<file path="src/rtl/fire_scheduler_pkg.sv">
// Shared codes for the fire scheduler: FSM states, pick modes and the LFSR step.
package fire_scheduler_pkg;

  typedef enum logic [1:0] {
    ST_EVAL = 2'd0,
    ST_FIRE = 2'd1,
    ST_HALT = 2'd2
  } state_e;

  localparam logic [1:0] MODE_RR   = 2'd0;
  localparam logic [1:0] MODE_LFSR = 2'd1;
  localparam logic [1:0] MODE_PRIO = 2'd2;

  localparam logic [15:0] LFSR_MASK = 16'hB400;

  // Galois form, shifting right; taps enter from the top when bit 0 falls out.
  function automatic logic [15:0] lfsr_step(input logic [15:0] v);
    return (v >> 1) ^ (v[0] ? LFSR_MASK : 16'h0000);
  endfunction

endpackage

</file>
<file path="src/rtl/fire_scheduler_if.sv">
// Signal bundle between the circuit model (master) and the fire scheduler (slave).
interface fire_scheduler_if #(
  parameter int NSIG     = 4,
  parameter int FIREBITS = $clog2(NSIG + 1),
  parameter int CNTW     = 16
);
  logic                enable;
  logic [1:0]          mode;
  logic [NSIG-1:0]     sig_q;
  logic [NSIG-1:0]     sig_precap;
  logic [NSIG-1:0]     input_mask;
  logic [FIREBITS-1:0] fire;
  logic                fire_valid;
  logic [CNTW-1:0]     fire_count;
  logic                hazard;
  logic [FIREBITS-1:0] hazard_idx;
  logic                deadlock;

  modport master (
    output enable, mode, sig_q, sig_precap, input_mask,
    input  fire, fire_valid, fire_count, hazard, hazard_idx, deadlock
  );

  modport slave (
    input  enable, mode, sig_q, sig_precap, input_mask,
    output fire, fire_valid, fire_count, hazard, hazard_idx, deadlock
  );
endinterface

</file>
<file path="src/rtl/fire_scheduler_rot_prio_pick.sv">
// Rotating priority search: first set request at or after start, wrapping at NSIG.
module rot_prio_pick #(
  parameter int NSIG     = 4,
  parameter int FIREBITS = $clog2(NSIG + 1)
) (
  input  logic [NSIG-1:0]     req,
  input  logic [FIREBITS-1:0] start,
  output logic [FIREBITS-1:0] idx,
  output logic                any
);

  // An out-of-range start is treated as 0 so idx always stays a legal index.
  function automatic int wrap_pos(input logic [FIREBITS-1:0] s, input int off);
    int base;
    int p;
    base = (int'(s) >= NSIG) ? 0 : int'(s);
    p    = base + off;
    if (p >= NSIG) p = p - NSIG;
    return p;
  endfunction

  always_comb begin
    // NOTE: every output of a combinational block gets a default first, so no latch is inferred.
    idx = FIREBITS'(NSIG);
    any = |req;
    for (int i = NSIG - 1; i >= 0; i--) begin
      if (req[wrap_pos(start, i)]) idx = FIREBITS'(wrap_pos(start, i));
    end
  end

endmodule

</file>
<file path="src/rtl/fire_scheduler.sv">
// Picks one excited signal per firing for a generated synchronous circuit model,
// and flags withdrawn excitations (hazard) and prolonged quiescence (deadlock).
module fire_scheduler
  import fire_scheduler_pkg::*;
#(
  parameter int          NSIG           = 4,
  parameter int          FIREBITS       = $clog2(NSIG + 1),
  parameter int          DEADLOCK_LIMIT = 8,
  parameter int          CNTW           = 16,
  parameter logic [15:0] SEED           = 16'hACE1
) (
  input logic              clk,
  input logic              reset,
  fire_scheduler_if.slave  bus
);

  localparam int                  IDLEW = $clog2(DEADLOCK_LIMIT + 1);
  localparam logic [FIREBITS-1:0] IDLE  = FIREBITS'(NSIG);
  localparam logic [FIREBITS-1:0] LAST  = FIREBITS'(NSIG - 1);

  state_e              state_q, state_d;
  logic [FIREBITS-1:0] fire_q, fire_d;
  logic                fire_valid_q, fire_valid_d;
  logic [CNTW-1:0]     fire_count_q, fire_count_d;
  logic                hazard_q, hazard_d;
  logic [FIREBITS-1:0] hazard_idx_q, hazard_idx_d;
  logic                deadlock_q, deadlock_d;
  logic [FIREBITS-1:0] rr_ptr_q, rr_ptr_d;
  logic [15:0]         lfsr_q, lfsr_d;
  logic [IDLEW-1:0]    idle_cnt_q, idle_cnt_d;
  logic [NSIG-1:0]     prev_exc_q, prev_exc_d;
  logic [FIREBITS-1:0] prev_fired_q, prev_fired_d;

  logic [NSIG-1:0]     excited;
  logic [NSIG-1:0]     withdrawn;
  logic [FIREBITS-1:0] rr_start, lfsr_low, lfsr_fold, lfsr_start, pick_start;
  logic [FIREBITS-1:0] pick_idx, haz_idx;
  logic                pick_any, haz_any;
  logic [IDLEW-1:0]    idle_next;
  logic                limit_hit;

  assign excited   = bus.sig_q ^ bus.sig_precap;
  assign idle_next = idle_cnt_q + IDLEW'(1);
  assign limit_hit = (idle_next == IDLEW'(DEADLOCK_LIMIT));

  assign rr_start   = (rr_ptr_q >= LAST) ? '0 : rr_ptr_q + FIREBITS'(1);
  assign lfsr_low   = lfsr_q[FIREBITS-1:0];
  assign lfsr_fold  = (lfsr_low >= IDLE) ? lfsr_low - IDLE : lfsr_low;
  assign lfsr_start = (lfsr_fold >= IDLE) ? '0 : lfsr_fold;

  always_comb begin
    unique case (bus.mode)
      MODE_RR:   pick_start = rr_start;
      MODE_LFSR: pick_start = lfsr_start;
      default:   pick_start = '0;
    endcase
  end

  // The signal that just fired is expected to drop its excitation; that is not a hazard.
  always_comb begin
    withdrawn = prev_exc_q & ~excited & ~bus.input_mask;
    for (int i = 0; i < NSIG; i++) begin
      if (prev_fired_q == FIREBITS'(i)) withdrawn[i] = 1'b0;
    end
  end

  rot_prio_pick #(.NSIG(NSIG), .FIREBITS(FIREBITS)) u_pick (
    .req   (excited),
    .start (pick_start),
    .idx   (pick_idx),
    .any   (pick_any)
  );

  rot_prio_pick #(.NSIG(NSIG), .FIREBITS(FIREBITS)) u_haz_pick (
    .req   (withdrawn),
    .start ('0),
    .idx   (haz_idx),
    .any   (haz_any)
  );

  always_ff @(posedge clk) begin
    // NOTE: state registers use non-blocking assignments so every flop samples pre-edge values.
    if (reset) begin
      state_q      <= ST_EVAL;
      fire_q       <= IDLE;
      fire_valid_q <= 1'b0;
      fire_count_q <= '0;
      hazard_q     <= 1'b0;
      hazard_idx_q <= '0;
      deadlock_q   <= 1'b0;
      rr_ptr_q     <= LAST;
      lfsr_q       <= SEED;
      idle_cnt_q   <= '0;
      prev_exc_q   <= '0;
      prev_fired_q <= IDLE;
    end else begin
      state_q      <= state_d;
      fire_q       <= fire_d;
      fire_valid_q <= fire_valid_d;
      fire_count_q <= fire_count_d;
      hazard_q     <= hazard_d;
      hazard_idx_q <= hazard_idx_d;
      deadlock_q   <= deadlock_d;
      rr_ptr_q     <= rr_ptr_d;
      lfsr_q       <= lfsr_d;
      idle_cnt_q   <= idle_cnt_d;
      prev_exc_q   <= prev_exc_d;
      prev_fired_q <= prev_fired_d;
    end
  end

  always_comb begin
    state_d = state_q;
    unique case (state_q)
      ST_EVAL: begin
        if (bus.enable) begin
          if (pick_any)       state_d = ST_FIRE;
          else if (limit_hit) state_d = ST_HALT;
        end
      end
      ST_FIRE: state_d = ST_EVAL;
      ST_HALT: state_d = ST_HALT;
      default: state_d = ST_EVAL;
    endcase
  end

  always_comb begin
    fire_d       = fire_q;
    fire_valid_d = fire_valid_q;
    fire_count_d = fire_count_q;
    hazard_d     = hazard_q;
    hazard_idx_d = hazard_idx_q;
    deadlock_d   = deadlock_q;
    rr_ptr_d     = rr_ptr_q;
    lfsr_d       = lfsr_q;
    idle_cnt_d   = idle_cnt_q;
    prev_exc_d   = prev_exc_q;
    prev_fired_d = prev_fired_q;
    unique case (state_q)
      ST_EVAL: begin
        if (bus.enable) begin
          prev_exc_d = excited;
          lfsr_d     = lfsr_step(lfsr_q);
          if (haz_any && !hazard_q) begin
            hazard_d     = 1'b1;
            hazard_idx_d = haz_idx;
          end
          if (pick_any) begin
            idle_cnt_d   = '0;
            fire_d       = pick_idx;
            fire_valid_d = 1'b1;
          end else begin
            idle_cnt_d = idle_next;
            if (limit_hit) deadlock_d = 1'b1;
          end
        end
      end
      // A started firing always completes, whatever enable does.
      ST_FIRE: begin
        fire_d       = IDLE;
        fire_valid_d = 1'b0;
        if (fire_count_q != '1) fire_count_d = fire_count_q + CNTW'(1);
        prev_fired_d = fire_q;
        if (bus.mode == MODE_RR) rr_ptr_d = fire_q;
      end
      default: ;
    endcase
  end

  assign bus.fire       = fire_q;
  assign bus.fire_valid = fire_valid_q;
  assign bus.fire_count = fire_count_q;
  assign bus.hazard     = hazard_q;
  assign bus.hazard_idx = hazard_idx_q;
  assign bus.deadlock   = deadlock_q;

endmodule
</file>
<file path="src/flat_wrapper.sv">
// flat-port wrapper written by rule: the top's interface ports become plain ports
module fire_scheduler_flat import fire_scheduler_pkg::*;
#(
  parameter int          NSIG           = 4,
  parameter int          FIREBITS       = $clog2(NSIG + 1),
  parameter int          DEADLOCK_LIMIT = 8,
  parameter int          CNTW           = 16,
  parameter logic [15:0] SEED           = 16'hACE1
)
  (clk, reset, bus_enable, bus_mode, bus_sig_q, bus_sig_precap, bus_input_mask, bus_fire, bus_fire_valid, bus_fire_count, bus_hazard, bus_hazard_idx, bus_deadlock);
  fire_scheduler_if #(.NSIG(NSIG), .FIREBITS(FIREBITS), .CNTW(CNTW)) bus_i ();
  input logic clk;
  input logic reset;
  input wire logic [$bits(bus_i.enable)-1:0] bus_enable;
  input wire logic [$bits(bus_i.mode)-1:0] bus_mode;
  input wire logic [$bits(bus_i.sig_q)-1:0] bus_sig_q;
  input wire logic [$bits(bus_i.sig_precap)-1:0] bus_sig_precap;
  input wire logic [$bits(bus_i.input_mask)-1:0] bus_input_mask;
  output wire logic [$bits(bus_i.fire)-1:0] bus_fire;
  output wire logic [$bits(bus_i.fire_valid)-1:0] bus_fire_valid;
  output wire logic [$bits(bus_i.fire_count)-1:0] bus_fire_count;
  output wire logic [$bits(bus_i.hazard)-1:0] bus_hazard;
  output wire logic [$bits(bus_i.hazard_idx)-1:0] bus_hazard_idx;
  output wire logic [$bits(bus_i.deadlock)-1:0] bus_deadlock;
  assign bus_i.enable = bus_enable;
  assign bus_i.mode = bus_mode;
  assign bus_i.sig_q = bus_sig_q;
  assign bus_i.sig_precap = bus_sig_precap;
  assign bus_i.input_mask = bus_input_mask;
  assign bus_fire = bus_i.fire;
  assign bus_fire_valid = bus_i.fire_valid;
  assign bus_fire_count = bus_i.fire_count;
  assign bus_hazard = bus_i.hazard;
  assign bus_hazard_idx = bus_i.hazard_idx;
  assign bus_deadlock = bus_i.deadlock;
  fire_scheduler #(.NSIG(NSIG), .FIREBITS(FIREBITS), .DEADLOCK_LIMIT(DEADLOCK_LIMIT), .CNTW(CNTW), .SEED(SEED)) u_core (.clk(clk), .reset(reset), .bus(bus_i));
endmodule
</file>
<file path="config.mk">
export PLATFORM = sky130hd
export DESIGN_NAME = fire_scheduler_flat
export DESIGN_NICKNAME = d
export VERILOG_FILES = /design/src/rtl/fire_scheduler_pkg.sv /design/src/rtl/fire_scheduler_if.sv /design/src/rtl/fire_scheduler_rot_prio_pick.sv /design/src/rtl/fire_scheduler.sv /design/src/flat_wrapper.sv
export SDC_FILE = /design/constraint.sdc
export NUM_CORES = 1
export LEC_CHECK = 0
export ABC_AREA = 1
export BUFFER_PORTS_ARGS = -buffer_cell sky130_fd_sc_hd__clkbuf_2
export CAP_MARGIN = 20
export CORE_UTILIZATION = 30
export DETAILED_ROUTE_END_ITERATION = 8
export PLACE_DENSITY = 0.58
export SYNTH_ARGS = -nofsm -noshare
export SYNTH_HDL_FRONTEND = slang
export SYNTH_SLANG_ARGS = --single-unit
</file>
<file path="constraint.sdc">
create_clock -name clk -period 2.6 [get_ports clk]
set_input_delay 0.13 -clock clk [delete_from_list [all_inputs] [get_ports clk]]
set_output_delay 0.13 -clock clk [all_outputs]
set_load 0.05 [all_outputs]
</file>
==> metrics.md, run 1 <==
| Metric | Value |
|---|---|
| Post-route clock skew | `0.0103 ns` |
| CP peak stage delay | `0.33 ns` |
| Congestion Overflow GR | `0` |
| Global-route wire length before repair | `11.3 mm` |
| Final RePlAce weighted congestion | `0.790` |
| Fmax | `446 MHz` |
| Synth Register Bits | `57` |
| Status | `complete, no violations` |
| # hold bufs at CTS | `0` |
| Layout cells sized above 1 | `21.0%` |
| Switching share of power | `29.0%` |
| Initial Util | `31.6%` |
| Final net count | `451` |
| Psw | `606 uW` |
| Yosys top cell by area | `dfxtp_1` |
| Sink Count | `57` |
| Crit path capture type | `register` |
| Maximum root-to-sink buffer count | `2` |
| CTS tree | `done` |
| Number of flops mapped to enable cells by yosys | `0` |
| Final max-slew violation count | `0` |
| Vias per inst | `4.76` |
| Worst-Margin Slew | `0.721 ns` |
| Initial antenna violation count | `0` |
| CP required | `2.89 ns` |
| Int Pwr | `1.48 mW` |
| H-tree depth | `3` |
| Synth area leaders | `dfxtp_1, nand2_1, inv_1, nand3_1, o21ai_0` |
| Hold Violations, Final | `0` |
| Post-CTS Setup Repair Bufs | `0` |
| Share of the synthesized area in the top cell type | `40.6%` |
| Cells after Synth | `384` |
| DP Wirelength | `4.63 mm` |
| Synthesized area per cell | `7.31 um2` |
| CP bufs+invs | `3` |
| Critical-path cell list | `ha_1 -> ha_1 -> nor2_2 -> nand2_2 -> clkinv_1 -> nand2_4 -> nand2_4 -> inv_1 -> ha_1 -> inv_1 -> nand3_1 -> nand2_1 -> nand2_2 -> nand2_1 -> nand2_1 -> nand3_2 -> a21oi_2` |
| Antenna viol nets, final | `0` |
| Most frequent cell after synthesis | `nand2_1` |
| Die width | `98.7 um` |
| Slowest CP cell | `dfxtp_1` |
| Pre-CTS setup slack | `0.368 ns` |
| GR Util All Layers | `14.6%` |
| DR DRC count | `0` |
| First drt pass iteration count | `4` |
| Pin count of the biggest net entering global routing | `24` |
| Total wire length | `6.36 mm` |
| Register area share after synthesis | `40.6%` |
| Top cell family by delay on the critical path | `simple AND/OR/NAND/NOR gates` |
| Skew-Pair Late Insertion Delay | `0.35 ns` |
| PnR worst setup slack | `0.360 ns` |
| Maximum fanout along the worst path | `10` |
| Placed instance count | `526` |
| Period utilisation layout | `86.1%` |
| Combinational Power Share | `14.1%` |
| Clk network pwr share | `40.4%` |
| Reg2Reg Setup Slack | `0.36 ns` |
| Pwr Density | `630 nW/um2` |
| P_leak | `1.49 nW` |
| Final core occ | `37.3%` |
| Cell area after synthesis | `2810 um2` |
| Most frequent cells after synthesis | `nand2_1, dfxtp_1, inv_1` |
| Crit path launch type | `register` |
| Syn Nets | `406` |
| Critical path arrival | `2.53 ns` |
| Drt wl/cell | `11.7 um` |
| Min Clock Period, post-route | `2.24 ns` |
| Io pins | `42` |
| Max-cap violations | `0` |
| Vias | `2582` |
| DIE AREA | `9750 um2` |
| Root buf cell | `clkbuf_8` |
| Non-Filler Instances | `542` |
| Tot Pwr | `2.09 mW` |
| Synth-to-Final Area Change | `18.1%` |
| PortBufs | `41` |
| Core area | `8890 um2` |
| Max IR drop VDD | `0.000368 V` |
| RSZ-0062 raised after global routing | `no` |
| YS warnings | `0` |
| Ys flop type | `dfxtp_1` |
| Ant diodes | `0` |
| Vias in the first global route | `2468` |
| Ys async rst share | `0%` |
| CTS Buf Count | `9` |
| Distinct cell type count after synthesis | `36` |
| Seq pwr share | `45.5%` |
| Setup TNS Final | `0 ns` |
| Starting DRT DRC Count | `141` |
| Post-CTS sizing | `0` |
| Final-layout fill cell count | `917` |
| Worst hold path type | `primary input to register` |
| Clk slew on worst S/H paths | `0.07 ns` |
| Count of final setup violators | `0` |
| Die Span Y | `98.7 um` |
| Rel. slew slack | `51.9%` |
| Setup CP Type | `register to register` |
| Core Rows | `34` |
[cell families (layout without fill, tap and decap cells)]
group           count (synthesis)  count (layout)  share of synthesized area [%]
xor+xnor                        9               9                           3.61
simple gates                  178             178                           30.4
flops                          57              57                           40.6
buf+inv                        65             115                           9.45
fa+ha+maj                       5               5                           2.23
compound gates                 70              70                           13.7
[cell type report]
class / count / area, um2 / share of cell area [%]
Tap cell: 108 / 135 / 4.08
Timing Repair Buffer: 46 / 243 / 7.32
Clock inverter: 5 / 55.1 / 1.66
Sequential cell: 57 / 1140 / 34.4
Clock buffer: 11 / 141 / 4.26
Inverter: 53 / 199 / 6.00
Multi-Input combinational cell: 262 / 1400 / 42.3
[worst paths after layout]
kind                            to                  start  cells after the start
max             u_core.bus.fire[0]     u_core.rr_ptr_q[0]                     17
min              u_core.state_q[1]             bus_enable                      5
max reg2reg     u_core.bus.fire[0]     u_core.rr_ptr_q[0]                     17
min reg2reg  u_core.bus.fire_valid  u_core.bus.fire_valid                      2
[placed cells by master, fill, tap and decap left out, types with 3 or more instances in the layout]
cell | synthesis | final
inv_1 | 49 | 49
dfxtp_1 | 57 | 57
nor3_1 | 7 | 7
a211oi_1 | 3 | 3
o21ai_1 | 4 | 4
ha_1 | 5 | 5
inv_2 | 3 | 3
xnor2_1 | 4 | 4
o21ai_0 | 28 | 28
nand2_4 | 4 | 4
nor2_1 | 35 | 35
buf_4 | 1 | 5
xnor2_2 | 3 | 3
nand3_2 | 5 | 5
o211ai_1 | 4 | 4
clkbuf_8 | 0 | 10
a31oi_1 | 4 | 4
clkbuf_2 | 0 | 41
nand4_1 | 7 | 7
nor2_2 | 6 | 6
a21oi_1 | 24 | 24
nand2_2 | 6 | 6
nand3_1 | 33 | 33
nand2_1 | 69 | 69
[stage by stage]
step                      hold WS [ns]  cell area, um2
after global routing             0.160            3320
after floorplan                  0.363            2810
after global placement           0.438            3120
after CTS                        0.111            3320
after detailed placement         0.442            3120
final                            0.127            3320
[registers in the layout, indices dropped and copies added (netlist names), 3 cells and up]
register and count:
u_core.rr_ptr_q 3, u_core.lfsr_q 16, u_core.prev_exc_q 4, u_core.idle_cnt_q 4, u_core.bus.fire_count 16, u_core.bus.hazard_idx 3
u_core.bus.fire 3, u_core.prev_fired_q 3
[worst register-to-register path: cells and delay by family (launching register included)]
family,cells,cell delay (ns)
AND/OR/NAND/NOR,10,0.84
AO/OA/AOI/OAI,1,0.11
flip-flops,1,0.33
buffers and inverters,3,0.18
adder cells (fa/ha/maj),3,0.70
[routing by layer]
metal | GRT usage [%] | wire length (um) | vias to the layer above | part of all wire (%)
li1 | - | - | 1343 | -
met1 | 18.0 | 3020 | 1189 | 48
met2 | 23.1 | 2940 | 40 | 46
met3 | 4.96 | 269 | 10 | 4.2
met4 | 6.77 | 130 | 0 | 2.0
met5 | 0 | 0 | - | 0
[power groups by stage]
| stage | sequential, mW | combinational, mW | clock (mW) |
|---|---|---|---|
| floorplan | 0.991 | 0.203 | 0 |
| global placement | 0.970 | 0.292 | 0 |
| detailed placement | 0.971 | 0.296 | 0 |
| CTS | 0.952 | 0.297 | 0.862 |
| global route | 0.958 | 0.335 | 0.902 |
| finish | 0.952 | 0.294 | 0.844 |
Note: power is estimated with default switching activity, not from simulation.
==> run 2: changes to the inputs <==
--- a/config.mk
+++ b/config.mk
@@ -13,4 +13,5 @@
 export PLACE_DENSITY = 0.58
 export SYNTH_ARGS = -nofsm -noshare
 export SYNTH_HDL_FRONTEND = slang
+export SYNTH_HIERARCHICAL = 1
 export SYNTH_SLANG_ARGS = --single-unit
==> run 2 against run 1 <==
Die area is 8.8% higher. Via count rose by 15%. Maximum frequency fell by 5.0%. Hold slack got worse by 0.0094 ns. Sequential power about the same. Global-route usage about the same. Sequential cell count stayed put. Sequential share of layout area fell by 3.0 points. Utilization fell by 0.28 points. Combinational power increased by 7.1%.
==> metrics.md, run 2 <==
| Metric | Value |
|---|---|
| YS warnings | `6 (+6)` |
| Ys flop type | `dfxtp_1` |
| DR DRC count | `0 (unchanged)` |
| Layout cells sized above 1 | `16.8% (-4.1 points)` |
| Maximum fanout along the worst path | `4 (-6)` |
| Core area | `9820 um2 (+10%)` |
| Io pins | `42 (unchanged)` |
| First drt pass iteration count | `4 (unchanged)` |
| PortBufs | `41 (unchanged)` |
| Post-DP Area | `3430 um2 (+10%)` |
| H-tree depth | `3 (unchanged)` |
| CP most frequent cell | `nand2_1` |
| GR peak layer | `met2` |
| Crit path capture type | `register` |
| CTS tree | `done` |
| Fmax | `424 MHz (-5.0%)` |
| Final net count | `529 (+17%)` |
| Global-route wire length before repair | `12.1 mm (+7.4%)` |
| Final max-slew violation count | `0 (unchanged)` |
| GR Util All Layers | `14.6% (-0.041 points)` |
| Initial antenna violation count | `0 (unchanged)` |
| Post-route clock skew | `0.00799 ns (-0.00231 ns)` |
| Antenna viol nets, final | `0 (unchanged)` |
| CTS Buf Count | `9 (unchanged)` |
| Synth Register Bits | `57 (unchanged)` |
| Worst-Margin Slew | `0.541 ns (-0.180 ns)` |
| Ys async rst share | `0% (unchanged)` |
| Status | `complete, no violations` |
| Core Rows | `36 (+5.9%)` |
| Vias per inst | `4.59 (-3.6%)` |
| Met2 Track Usage GR | `25.2% (+2.1 points)` |
| Critical path arrival | `2.58 ns (+0.05 ns)` |
| Pin count of the biggest net entering global routing | `37 (+54%)` |
| Synth-to-Final Area Change | `18.8%` |
| Max-cap violations | `0 (unchanged)` |
| Post-CTS sizing | `0 (unchanged)` |
| Vias | `2959 (+15%)` |
| Cells after Synth | `455 (+18%)` |
| Root buf cell | `clkbuf_8` |
| Die width | `103 um (+4.3%)` |
| Hold Violations, Final | `0 (unchanged)` |
| Share of the synthesized area in the top cell type | `37.3% (-3.3 points)` |
| Rel. slew slack | `63.9% (+12 points)` |
| Drt wl/cell | `11.1 um (-5.4%)` |
| DIE AREA | `10600 um2 (+8.8%)` |
| Number of flops mapped to enable cells by yosys | `0 (unchanged)` |
| Yosys top cell by area | `dfxtp_1` |
| Cell area after synthesis | `3060 um2 (+9.0%)` |
| Ant diodes | `0 (unchanged)` |
| Post-CTS Setup Repair Bufs | `0 (unchanged)` |
| Worst hold path type | `primary input to register` |
| DP Wirelength | `5.19 mm (+12%)` |
| Final RePlAce weighted congestion | `0.795 (+0.72%)` |
| Max IR drop VDD | `0.000277 V (-25%)` |
| Synth area leaders | `dfxtp_1, nand2_1, nand3_1, inv_1, nor2_1` |
| Synthesized area per cell | `6.72 um2 (-8.0%)` |
| Min Clock Period, post-route | `2.36 ns (+0.118 ns)` |
| # hold bufs at CTS | `0 (unchanged)` |
| Distinct cell type count after synthesis | `35 (-2.8%)` |
| Congestion Overflow GR | `0 (unchanged)` |
| Vias in the first global route | `2740 (+11%)` |
| Period utilisation layout | `90.7% (+4.6 points)` |
| Crit path launch type | `register` |
| Clk slew on worst S/H paths | `0.07 ns (about the same)` |
| Commonest cells after routing, fill and taps aside | `nand2_1, dfxtp_1, inv_1, nor2_1, nand3_1` |
| Setup TNS Final | `0 ns (unchanged)` |
| Critical-path cell list | `ha_1 -> ha_1 -> a211o_1 -> o31ai_1 -> nand2_2 -> ha_1 -> inv_1 -> nand3_1 -> nand2_1 -> nand2_1 -> nand2_1 -> nand2_1 -> nand2_1 -> nand2_1 -> o21ai_0` |
| Total wire length | `7.14 mm (+12%)` |
| Register area share after synthesis | `37.3% (-3.3 points)` |
| GR Util met1 | `17.8% (-0.23 points)` |
| Sink Count | `57 (unchanged)` |
| Skew-Pair Late Insertion Delay | `0.33 ns (-0.02 ns)` |
| P_leak | `1.61 nW (+7.9%)` |
| Initial Util | `31.2% (-0.42 points)` |
| CP required | `2.83 ns (-0.06 ns)` |
| CP peak stage delay | `0.34 ns (about the same)` |
| RSZ-0062 raised after global routing | `no` |
| Most frequent cell after synthesis | `nand2_1` |
| Layout Cell Area excl Fill | `3630 um2 (+9.6%)` |
| Pwr Density | `574 nW/um2 (-9.0%)` |
| Commonest non-fill, non-tap cell in the layout | `nand2_1` |
| Count of final setup violators | `0 (unchanged)` |
| Grt met3 use | `4.07% (-0.90 points)` |
| Maximum root-to-sink buffer count | `2 (unchanged)` |
| Die Span Y | `103 um (+4.3%)` |
| Starting DRT DRC Count | `138 (-2.1%)` |
| Most frequent cells after synthesis | `nand2_1, dfxtp_1, inv_1, nor2_1, nand3_1` |
| Setup CP Type | `register to register` |
| Slowest CP cell | `dfxtp_1` |
run 2: changes by cell type in the layout (fill, tap and decap cells not counted), moves of 5 or more:
cell	before	now
nand2_1	69	118
nor2_1	35	48
o21ai_0	28	19
nand3_1	33	45
conb_1	0	7
xor2_1	2	7
nor2_2	6	1
run 2: final cells by class:
class	count	area [um2]
fill	1093	6180
multi-input combinational	338	1680
sequential	57	1140
timing repair buffer	47	250
inverter	53	199
tap	133	166
clock buffer	11	141
clock inverter	5	55.1
run 2: worst max-delay path, delay by kind of cell (launching register included):
kind / cells / cell delay, ns
fa+ha+maj: 3 / 0.72
compound gates: 3 / 0.59
simple gates: 8 / 0.55
flops: 1 / 0.34
buf+inv: 1 / 0.06
run 2: power breakdown:
| part | internal, mW | switching (mW) |
|---|---|---|
| sequential | 0.918 | 0.0326 |
| clock | 0.465 | 0.355 |
| combinational | 0.103 | 0.213 |
run 2: logic make-up (layout without fill, tap and decap cells):
logic type      Yosys count  in the layout  share of synthesized area (%)
fa+ha+maj                 6              6                           2.45
compound gates           61             61                           11.4
other cells               1              7                          0.123
buf+inv                  66            116                           8.63
flops                    57             57                           37.3
simple gates            250            250                           36.1
xor+xnor                 14             14                           4.01
run 2: worst paths after layout:
| path | cells after the start | from | slack (ns) | to |
|---|---|---|---|---|
| max | 15 | u_core/rr_ptr_q[0] | 0.24 | u_core/bus.fire[0] |
| min | 3 | bus_enable | 0.12 | u_core/state_q[1] |
| max reg2reg | 15 | u_core/rr_ptr_q[0] | 0.24 | u_core/bus.fire[0] |
| min reg2reg | 2 | u_core/bus.deadlock | 0.46 | u_core/bus.deadlock |
run 2: routing by layer:
layer	wire length [um]	part of all wire, %	up-vias
met5	0	0	-
met4	40	0.56	0
met3	293	4.1	5
met2	3420	48	61
met1	3390	47	1323
li1	-	-	1570
run 2: metrics by stage:
step | instances | util (%) | worst slack, ns | hold slack (ns) | total power [mW]
after global placement | 628 | 35.0 | 0.232 | 0.447 | 1.28
after detailed placement | 628 | 35.0 | 0.184 | 0.451 | 1.28
after CTS | 644 | 37.0 | 0.179 | 0.115 | 2.11
final | 644 | 37.0 | 0.242 | 0.118 | 2.09
after global routing | 644 | 37.0 | 0.0296 | 0.127 | 2.19
after floorplan | 461 | - | 0.0650 | 0.279 | 1.20
